===== src/rtl/sd_dat_pkg.sv =====
// Shared types and constants for the SD DAT FIFO sequencer.
package sd_dat_pkg;

  typedef enum logic [2:0] {
    IDLE,
    LOAD,
    TX_POP,
    TX_PUSH,
    RX_WORD,
    BLK_WAIT,
    DONE
  } state_e;

  localparam logic DIR_WRITE = 1'b1;
  localparam logic DIR_READ  = 1'b0;

  // A block size field of zero selects the standard SD block length.
  localparam int DEFAULT_BLOCK_BYTES = 512;

endpackage


===== src/rtl/dat_xfer_counter.sv =====
// Word down-counter and block up-counter for one DAT transfer.
// word_last_o flags the final word of a block; blk_last_o flags that the
// next completed block is the last one of the transfer.
module dat_xfer_counter #(
  parameter int WORD_W   = 12,
  parameter int BLKCNT_W = 16
) (
  input  logic                clk,
  input  logic                reset,
  input  logic                word_load_i,
  input  logic [WORD_W-1:0]   word_load_val_i,
  input  logic                word_dec_i,
  input  logic                blk_clr_i,
  input  logic                blk_inc_i,
  input  logic [BLKCNT_W-1:0] blk_total_i,
  output logic                word_last_o,
  output logic [BLKCNT_W-1:0] blk_cnt_o,
  output logic                blk_last_o
);

  logic [WORD_W-1:0]   word_q;
  logic [BLKCNT_W-1:0] blk_q;

  // Words left in the current block; never wraps below zero.
  always_ff @(posedge clk or posedge reset) begin
    if (reset)                             word_q <= '0;
    else if (word_load_i)                  word_q <= word_load_val_i;
    else if (word_dec_i && word_q != '0)   word_q <= word_q - 1'b1;
  end

  // Blocks completed with good CRC since the last start.
  always_ff @(posedge clk or posedge reset) begin
    if (reset)          blk_q <= '0;
    else if (blk_clr_i) blk_q <= '0;
    else if (blk_inc_i) blk_q <= blk_q + 1'b1;
  end

  assign word_last_o = (word_q == WORD_W'(1));
  assign blk_cnt_o   = blk_q;
  assign blk_last_o  = ((blk_q + BLKCNT_W'(1)) == blk_total_i);

endmodule


===== src/rtl/dat_fifo_ctrl.sv =====
// SD DAT-line transfer sequencer between the data FIFO and the DAT phy.
// Write direction pops FIFO words into the serializer; read direction
// pushes deserialized words into the FIFO and stalls the card clock on full.
// Optional CRC-status watchdog: define DAT_FIFO_CTRL_TIMEOUT_EN.
module dat_fifo_ctrl
  import sd_dat_pkg::*;
#(
  parameter int DATA_WIDTH     = 32,
  parameter int BLKSZ_W        = 12,
  parameter int BLKCNT_W       = 16,
  parameter int TIMEOUT_CYCLES = 65535
) (
  input  logic                clk,
  input  logic                reset,
  input  logic                start_in,
  input  logic                dir_in,
  input  logic [BLKSZ_W-1:0]  block_size_in,
  input  logic [BLKCNT_W-1:0] block_count_in,
  input  logic                fifo_empty_in,
  input  logic                fifo_full_in,
  output logic                fifo_read_en_out,
  output logic                fifo_write_en_out,
  input  logic                phy_tx_ready_in,
  output logic                phy_tx_valid_out,
  input  logic                phy_rx_valid_in,
  output logic                phy_rx_ack_out,
  input  logic                phy_block_done_in,
  input  logic                phy_crc_ok_in,
  output logic                clk_stop_out,
  output logic                busy_out,
  output logic                done_out,
  output logic                error_out,
  output logic [BLKCNT_W-1:0] blocks_done_out
);

  // Word counter must hold 512 (default block) even for narrow size fields.
  localparam int WORD_W = (BLKSZ_W > 10) ? BLKSZ_W : 10;
  localparam logic [WORD_W-1:0] BPW = WORD_W'(DATA_WIDTH / 8);

  state_e              state_q, state_d;
  logic                dir_q, dir_d;
  logic [BLKSZ_W-1:0]  size_q, size_d;
  logic [BLKCNT_W-1:0] count_q, count_d;
  logic                error_q, error_d;

  logic                word_load, word_dec, blk_clr, blk_inc;
  logic                word_last, blk_last, timeout;
  logic [WORD_W-1:0]   blk_bytes, words_per_blk;

  // ceil(bytes / bytes-per-word) without a wider intermediate sum.
  assign blk_bytes     = (size_q == '0) ? WORD_W'(DEFAULT_BLOCK_BYTES) : WORD_W'(size_q);
  assign words_per_blk = (blk_bytes / BPW)
                       + {{(WORD_W-1){1'b0}}, ((blk_bytes % BPW) != '0)};

`ifdef DAT_FIFO_CTRL_TIMEOUT_EN
  logic [15:0] wd_q;

  // Watchdog runs only in BLK_WAIT; held at zero elsewhere so entry restarts it.
  always_ff @(posedge clk or posedge reset) begin
    if (reset)                    wd_q <= '0;
    else if (state_q != BLK_WAIT) wd_q <= '0;
    else                          wd_q <= wd_q + 16'd1;
  end

  assign timeout = (state_q == BLK_WAIT) && (wd_q == 16'(TIMEOUT_CYCLES - 1));
`else
  // Watchdog compiled out; a negative limit is meaningless so this folds to 0.
  assign timeout = (TIMEOUT_CYCLES < 0);
`endif

  dat_xfer_counter #(.WORD_W(WORD_W), .BLKCNT_W(BLKCNT_W)) u_cnt (
    .clk             (clk),
    .reset           (reset),
    .word_load_i     (word_load),
    .word_load_val_i (words_per_blk),
    .word_dec_i      (word_dec),
    .blk_clr_i       (blk_clr),
    .blk_inc_i       (blk_inc),
    .blk_total_i     (count_q),
    .word_last_o     (word_last),
    .blk_cnt_o       (blocks_done_out),
    .blk_last_o      (blk_last)
  );

  // State and latched transfer parameters.
  always_ff @(posedge clk or posedge reset) begin
    if (reset) begin
      state_q <= IDLE;
      dir_q   <= DIR_READ;
      size_q  <= '0;
      count_q <= '0;
      error_q <= 1'b0;
    end else begin
      state_q <= state_d;
      dir_q   <= dir_d;
      size_q  <= size_d;
      count_q <= count_d;
      error_q <= error_d;
    end
  end

  // Next-state, counter controls and FIFO/phy handshakes.
  always_comb begin
    state_d           = state_q;
    dir_d             = dir_q;
    size_d            = size_q;
    count_d           = count_q;
    error_d           = error_q;
    word_load         = 1'b0;
    word_dec          = 1'b0;
    blk_clr           = 1'b0;
    blk_inc           = 1'b0;
    fifo_read_en_out  = 1'b0;
    fifo_write_en_out = 1'b0;
    phy_rx_ack_out    = 1'b0;
    phy_tx_valid_out  = 1'b0;
    clk_stop_out      = 1'b0;
    case (state_q)
      IDLE: if (start_in) begin
        error_d = 1'b0;
        blk_clr = 1'b1;
        dir_d   = dir_in;
        size_d  = block_size_in;
        count_d = block_count_in;
        state_d = (block_count_in == '0) ? DONE : LOAD;
      end
      LOAD: begin
        word_load = 1'b1;
        state_d   = (dir_q == DIR_WRITE) ? TX_POP : RX_WORD;
      end
      TX_POP: if (!fifo_empty_in && phy_tx_ready_in) begin
        fifo_read_en_out = 1'b1;
        state_d          = TX_PUSH;
      end
      TX_PUSH: begin
        phy_tx_valid_out = 1'b1;
        word_dec         = 1'b1;
        state_d          = word_last ? BLK_WAIT : TX_POP;
      end
      RX_WORD: begin
        clk_stop_out = phy_rx_valid_in && fifo_full_in;
        if (phy_rx_valid_in && !fifo_full_in) begin
          fifo_write_en_out = 1'b1;
          phy_rx_ack_out    = 1'b1;
          word_dec          = 1'b1;
          if (word_last) state_d = BLK_WAIT;
        end
      end
      BLK_WAIT: begin
        if (phy_block_done_in) begin
          if (phy_crc_ok_in) begin
            blk_inc = 1'b1;
            state_d = blk_last ? DONE : LOAD;
          end else begin
            error_d = 1'b1;
            state_d = DONE;
          end
        end else if (timeout) begin
          error_d = 1'b1;
          state_d = DONE;
        end
      end
      DONE:    state_d = IDLE;
      default: state_d = IDLE;
    endcase
  end

  assign busy_out  = (state_q != IDLE) && (state_q != DONE);
  assign done_out  = (state_q == DONE);
  assign error_out = error_q;

endmodule


===== config.mk =====
export PLATFORM = sky130hd
export DESIGN_NAME = dat_fifo_ctrl
export DESIGN_NICKNAME = d
export VERILOG_FILES = /design/src/rtl/sd_dat_pkg.sv /design/src/rtl/dat_xfer_counter.sv /design/src/rtl/dat_fifo_ctrl.sv
export SDC_FILE = /design/constraint.sdc
export NUM_CORES = 1
export LEC_CHECK = 0
export ABC_AREA = 0
export CAP_MARGIN = 20
export CELL_PAD_IN_SITES_DETAIL_PLACEMENT = 0
export CELL_PAD_IN_SITES_GLOBAL_PLACEMENT = 1
export CORE_MARGIN = 2
export CORE_UTILIZATION = 42
export DETAILED_ROUTE_END_ITERATION = 8
export PLACE_DENSITY = 0.92
export REMOVE_ABC_BUFFERS = 1
export SYNTH_ARGS = -nofsm -noshare
export SYNTH_HDL_FRONTEND = slang
export SYNTH_HIERARCHICAL = 1
export SYNTH_SLANG_ARGS = --single-unit

===== constraint.sdc =====
create_clock -name clk -period 3.9 [get_ports clk]
set_input_delay 0.585 -clock clk [delete_from_list [all_inputs] [get_ports clk]]
set_output_delay 0.585 -clock clk [all_outputs]
set_load 0.02 [all_outputs]

; Word level (Yosys, flattened, before mapping)
; Cells that the tools add are included.
[word_totals]
ff_bits = 61
input_bits = 38
output_inout_bits = 24
wordCells = 77
[classes]
addsub = 3
eq_ne = 15
n_mux = 33
reduce_logical = 19
[op_table]
columns = cell, count
row1 = $mux 12, 3
row2 = $mux 16, 2
row3 = $mux 3, 10
row4 = $reduce_bool 12->1, 2
row5 = $pmux 3 s6, 1
row6 = $add 16x1->16 const B, 1
row7 = $eq 16x16->1, 1
row8 = $logic_not 16->1, 1
row9 = $mux 1, 15
row10 = $eq 12x1->1 const B, 1
row11 = $logic_not 12->1, 1
row12 = $ne 2x2->1 const B, 6
row13 = $sub 12x1->12 const B, 1
row14 = $add 10x1->11, 1
row15 = $eq 3x3->1 const B, 3
row16 = $eq 3x2->1 const B, 2
row17 = $reduce_bool 2->1, 3
row18 = $logic_and 1x1->1, 5
row19 = $reduce_and 5->1, 1
row20 = $pmux 1 s2, 2
row21 = $reduce_and 4->1, 1
row22 = $eq 3x1->1 const B, 1
row23 = $logic_not 3->1, 1
row24 = $ne 3x3->1 const B, 1
row25 = 3 further kinds, 4

; Longest topological paths before layout
[logic_depth]
word_depth = 7
mapped_depth = 13
depth_no_buf = 11

; Cells and area by module
; The synthesis kept the hierarchy.
[modules_own_cells]
columns = mod, instances, cells_per_inst, area_per_inst_um2, seq_area_each_um2
row1 = dat_xfer_counter, 1, 231, 2014.4, 700.7
row2 = dat_fifo_ctrl, 1, 159, 1856.8, 825.8

; Worst setup path after synthesis
; OpenSTA, ideal clock, no wires.
[synth_timing]
path_type = register -> register
from = reg u_cnt.blk_q[1], in the netlist u_cnt/blk_cnt_o[1]
to = reg state_q[1]
setup_time_ns = 0.078
arrival_time_ns = 2.972
required_time_ns = 3.822
path_slack_ns = 0.850
path_stages_with_launch = 12
n_path_buf = 0
period_less_slack_ns = 3.050
path_cell_list = dfrtp_1 ha_1 and3_1 and3_2 o32ai_1 or4_1 or4_1 a2111oi_2 inv_1 a21oi_1 nor3_1 o2bb2ai_1
[synth_between]
elab_chain_len = 6
[synth_lines]
columns = item, line
row1 = "start, declared", dat_xfer_counter.sv:22  ; logic [BLKCNT_W-1:0] blk_q;
row2 = "start signal, assigned", dat_xfer_counter.sv:35  ; else if (blk_inc_i) blk_q <= blk_q + 1'b1;
row3 = $add 16x1->16, dat_xfer_counter.sv:40  ; assign blk_last_o = ((blk_q + BLKCNT_W'(1)) == blk_total_i);
row4 = $eq 16x16->1, dat_xfer_counter.sv:40
row5 = named net blk_last, dat_fifo_ctrl.sv:47  ; logic word_last, blk_last, timeout;
row6 = $mux 3, dat_fifo_ctrl.sv:153  ; state_d = blk_last ? DONE : LOAD;
row7 = $mux 3, dat_fifo_ctrl.sv:151  ; if (phy_crc_ok_in) begin
row8 = $mux 3, dat_fifo_ctrl.sv:150  ; if (phy_block_done_in) begin
row9 = $pmux 3 s6, dat_fifo_ctrl.sv:118  ; case (state_q)
row10 = "end signal, assigned", dat_fifo_ctrl.sv:94  ; state_q <= state_d;
row11 = "end, declared", dat_fifo_ctrl.sv:40  ; state_e state_q, state_d;
; The timed path passes the listed nets, and every way through them passes these cells. The select of a mux whose other input is x is not followed.
; A chain may end at the register's enable or synchronous reset.

; Final worst setup path
[layout_timing]
from = reg u_cnt.blk_q[0], in the netlist u_cnt/blk_cnt_o[0]
to = reg state_q[1]
; Same word-level chain as after synthesis.

==> impl_results.md <==
- VDD IR max: between 0.3 and 0.4 mV
- Final core utilization: 0.5192
- Post-CTS setup repair buffer count: 0
- Final cell count without fillers: 560
- Global-route wire length before repair: roughly 14000 um
- Clk_lat worst skew: roughly 0.33 ns
- Die height: ~100 um
- Clk pin slew, worst setup/hold paths: 0.08 ns
- Hpwl dp: roughly 6200 um
- Largest net degree at the start of global routing: 46
- Total Power: between 2 and 3 mW
- Pre-Repair DR Iteration Count: 4
- Final RePlAce weighted congestion: 0.8511
- Inst Count DP: 544
- Vias/cell: 5.309
- Area delta synth->final: 22.17%
- Relative slew slack: 0.5449
- Top-count cell post-synth: dfrtp_1
- Cts hold-fix bufs: 0
- DRT iter0 DRCs: roughly 120
- Ys async rst share: 1.000
- Top-level I/O count: between 60 and 70
- WL per Instance: about 15 um
- Crit path required time: 4.16 ns
- Crit path capture type: register
- Mapped Area: 3871 um^2
- CTS tree: built
- Root buffer cell: clkbuf_8
- # DRC: 0
- Synth top area share: 0.3943
- PostCTS Resize Cnt: 0
- Global route overflow: 0
- Clk sink count: 61
- Vias in the first global route: just under 3000
- Fin Clk Skew: around 0.013 ns
- RSZ-0062 raised after global routing: false
- Max cap viols: 0
- CP Max Fanout: 8
- Sequential element share of the synthesized area: 0.3943
- Antenna violations before repair: 0
- DR vias: roughly 3000
- Inserted Clock Buffers: 9
- Worst Hold Class: reg2reg
- CP Data Arrival Time: approximately 3.5 ns
- Critical path type: reg2reg
- Largest area contributor in the netlist: dfrtp_1
- Crit start category: register
- Final Hold Fails: 0
- CTS Buffer Depth: 2
- Pwr/cell area: 624.8 nW/um^2
- Post-synth EDFFs: 0
- GRT Overall Usage: 0.1799
- Initial core utilization: 0.4250
- Status: completed
- # H-tree levels: 3
- Setup TNS: 0 ns
- # port buffers: a little over 60
- Die Width: ~100 um
- Synth cell count leaders: 61 x dfrtp_1, 34 x nor2_1, 28 x mux2_4
- Synthesis Warnings: 6
- Final wirelength: 8423 um
- F_max: approximately 310 MHz
- Final setup vio count: 0
- Largest cells by area after synthesis: dfrtp_1 39%, mux2_4 11%, xnor2_1 5.4%
- Mean area per synthesized cell: ~10 um^2
- # nets final: ~500
- Syn Inst Count: 390
- Lkg Pwr: 1.929 nW
- Dominant synthesized flop cell: dfrtp_1
- Layout cells sized above 1: 0.1381
- Final ANT Viol Nets: 0
- Row Count: 35
- Worst Tran Pin Value: 0.6827 ns
- Fill count: a little over 800
- Core area: 9109 um^2
- Netlist cell types: 55
- Synth Register Bits: 61
- Worst hold margin: 0.5159 ns
- Full die area: 10000 um^2
- Fin crit share: 0.8351
- Max-slew violations: 0
- Antenna cells: 0
- Fin crit period: 3.257 ns
power breakdown:
group,total (mW),internal [mW],leakage [nW],switching [mW]
combinational,1.22,0.688,1.08,0.534
clock,0.569,0.296,0.0837,0.273
sequential,1.16,0.872,0.765,0.291
total,2.95,1.86,1.93,1.10
layout by cell type (no fill, tap or decap), drive strengths merged, types with 4 or more instances in the layout:
| cell | count |
|---|---|
| a21oi | 9 |
| a31oi | 4 |
| and2 | 4 |
| and3 | 9 |
| buf | 5 |
| clkbuf | 9 |
| clkdlybuf4s50 | 61 |
| clkinvlp | 5 |
| dfrtp | 61 |
| ha | 6 |
| inv | 10 |
| mux2 | 33 |
| nand2 | 26 |
| nand2b | 4 |
| nand3 | 25 |
| nand4 | 8 |
| nor2 | 35 |
| nor2b | 4 |
| nor3 | 14 |
| nor4 | 6 |
| o21ai | 20 |
| o22ai | 4 |
| or3 | 5 |
| xnor2 | 24 |
| xor2 | 24 |
metal layers:
layer	global-route usage	vias up	share of wire	routed length, um
met4	0.05058	0	0.011	89
met2	0.2817	75	0.45	3810
met1	0.2502	1415	0.49	4152
met5	0	-	0	0
li1	-	1476	-	-
met3	0.04387	7	0.044	371
path summary, 6_finish.rpt:
check                                          startpoint                              end  slack (ns)  depth (start not counted)
min in group asynchronous                           reset   u_cnt/blk_cnt_o[2]$_DFFE_PP0P_        0.66                          2
min                                 size_q[1]$_DFFE_PP0P_            size_q[1]$_DFFE_PP0P_        0.52                          1
max reg2reg                u_cnt/blk_cnt_o[0]$_DFFE_PP0P_           state_q[1]$_DFFE_PP0P_        0.64                         11
max                        u_cnt/blk_cnt_o[0]$_DFFE_PP0P_           state_q[1]$_DFFE_PP0P_        0.64                         11
max in group asynchronous                           reset  u_cnt/blk_cnt_o[13]$_DFFE_PP0P_        2.73                          3
min reg2reg                         size_q[1]$_DFFE_PP0P_            size_q[1]$_DFFE_PP0P_        0.52                          1
area by class of cell:
class,instances,area (um^2),share of cell area
Timing Repair Buffer,66,668.1,0.1413
Inverter,10,37.54,0.007937
Multi-Input combinational cell,296,2158,0.4563
Clock inverter,7,76.32,0.01614
Sequential cell,61,1526,0.3228
Clock buffer,9,123.9,0.02619
Tap cell,111,138.9,0.02937
through the flow:
stage / worst slack, ns / area (um^2)
after floorplan: 0.8034 / 3722
after global placement: 0.7516 / 4502
after detailed placement: 0.6602 / 4529
after CTS: 0.6381 / 4730
after global routing: 0.3548 / 4730
final: 0.6432 / 4730
worst max-delay path, cell delays in order (launching register included):
cell and delay [ns]:
dfrtp_1 0.50, ha_1 0.35, nand4_4 0.14, nor2_4 0.21, mux2i_1 0.09, or4_1 0.47
or4_1 0.53, a2111oi_2 0.41, inv_1 0.08, a21oi_1 0.19, nor3_1 0.07, o2bb2ai_1 0.14
sequential cells by signal, indices dropped and copies added, names as in the netlist:
register / cells
u_cnt/word_q: 12
state_q: 3
dir_q: 1
size_q: 12
u_cnt/blk_cnt_o: 16
error_out: 1
count_q: 16
cells by family after synthesis:
kind of cell	after synthesis	share of synthesized area
simple gates	158	0.2249
compound gates	48	0.07530
buf+inv	33	0.04816
mux	35	0.1283
xor+xnor	48	0.1086
flops	61	0.3943
other cells	1	0.0009687
fa+ha+maj	6	0.01939
Power figures use the tool's default switching activity.
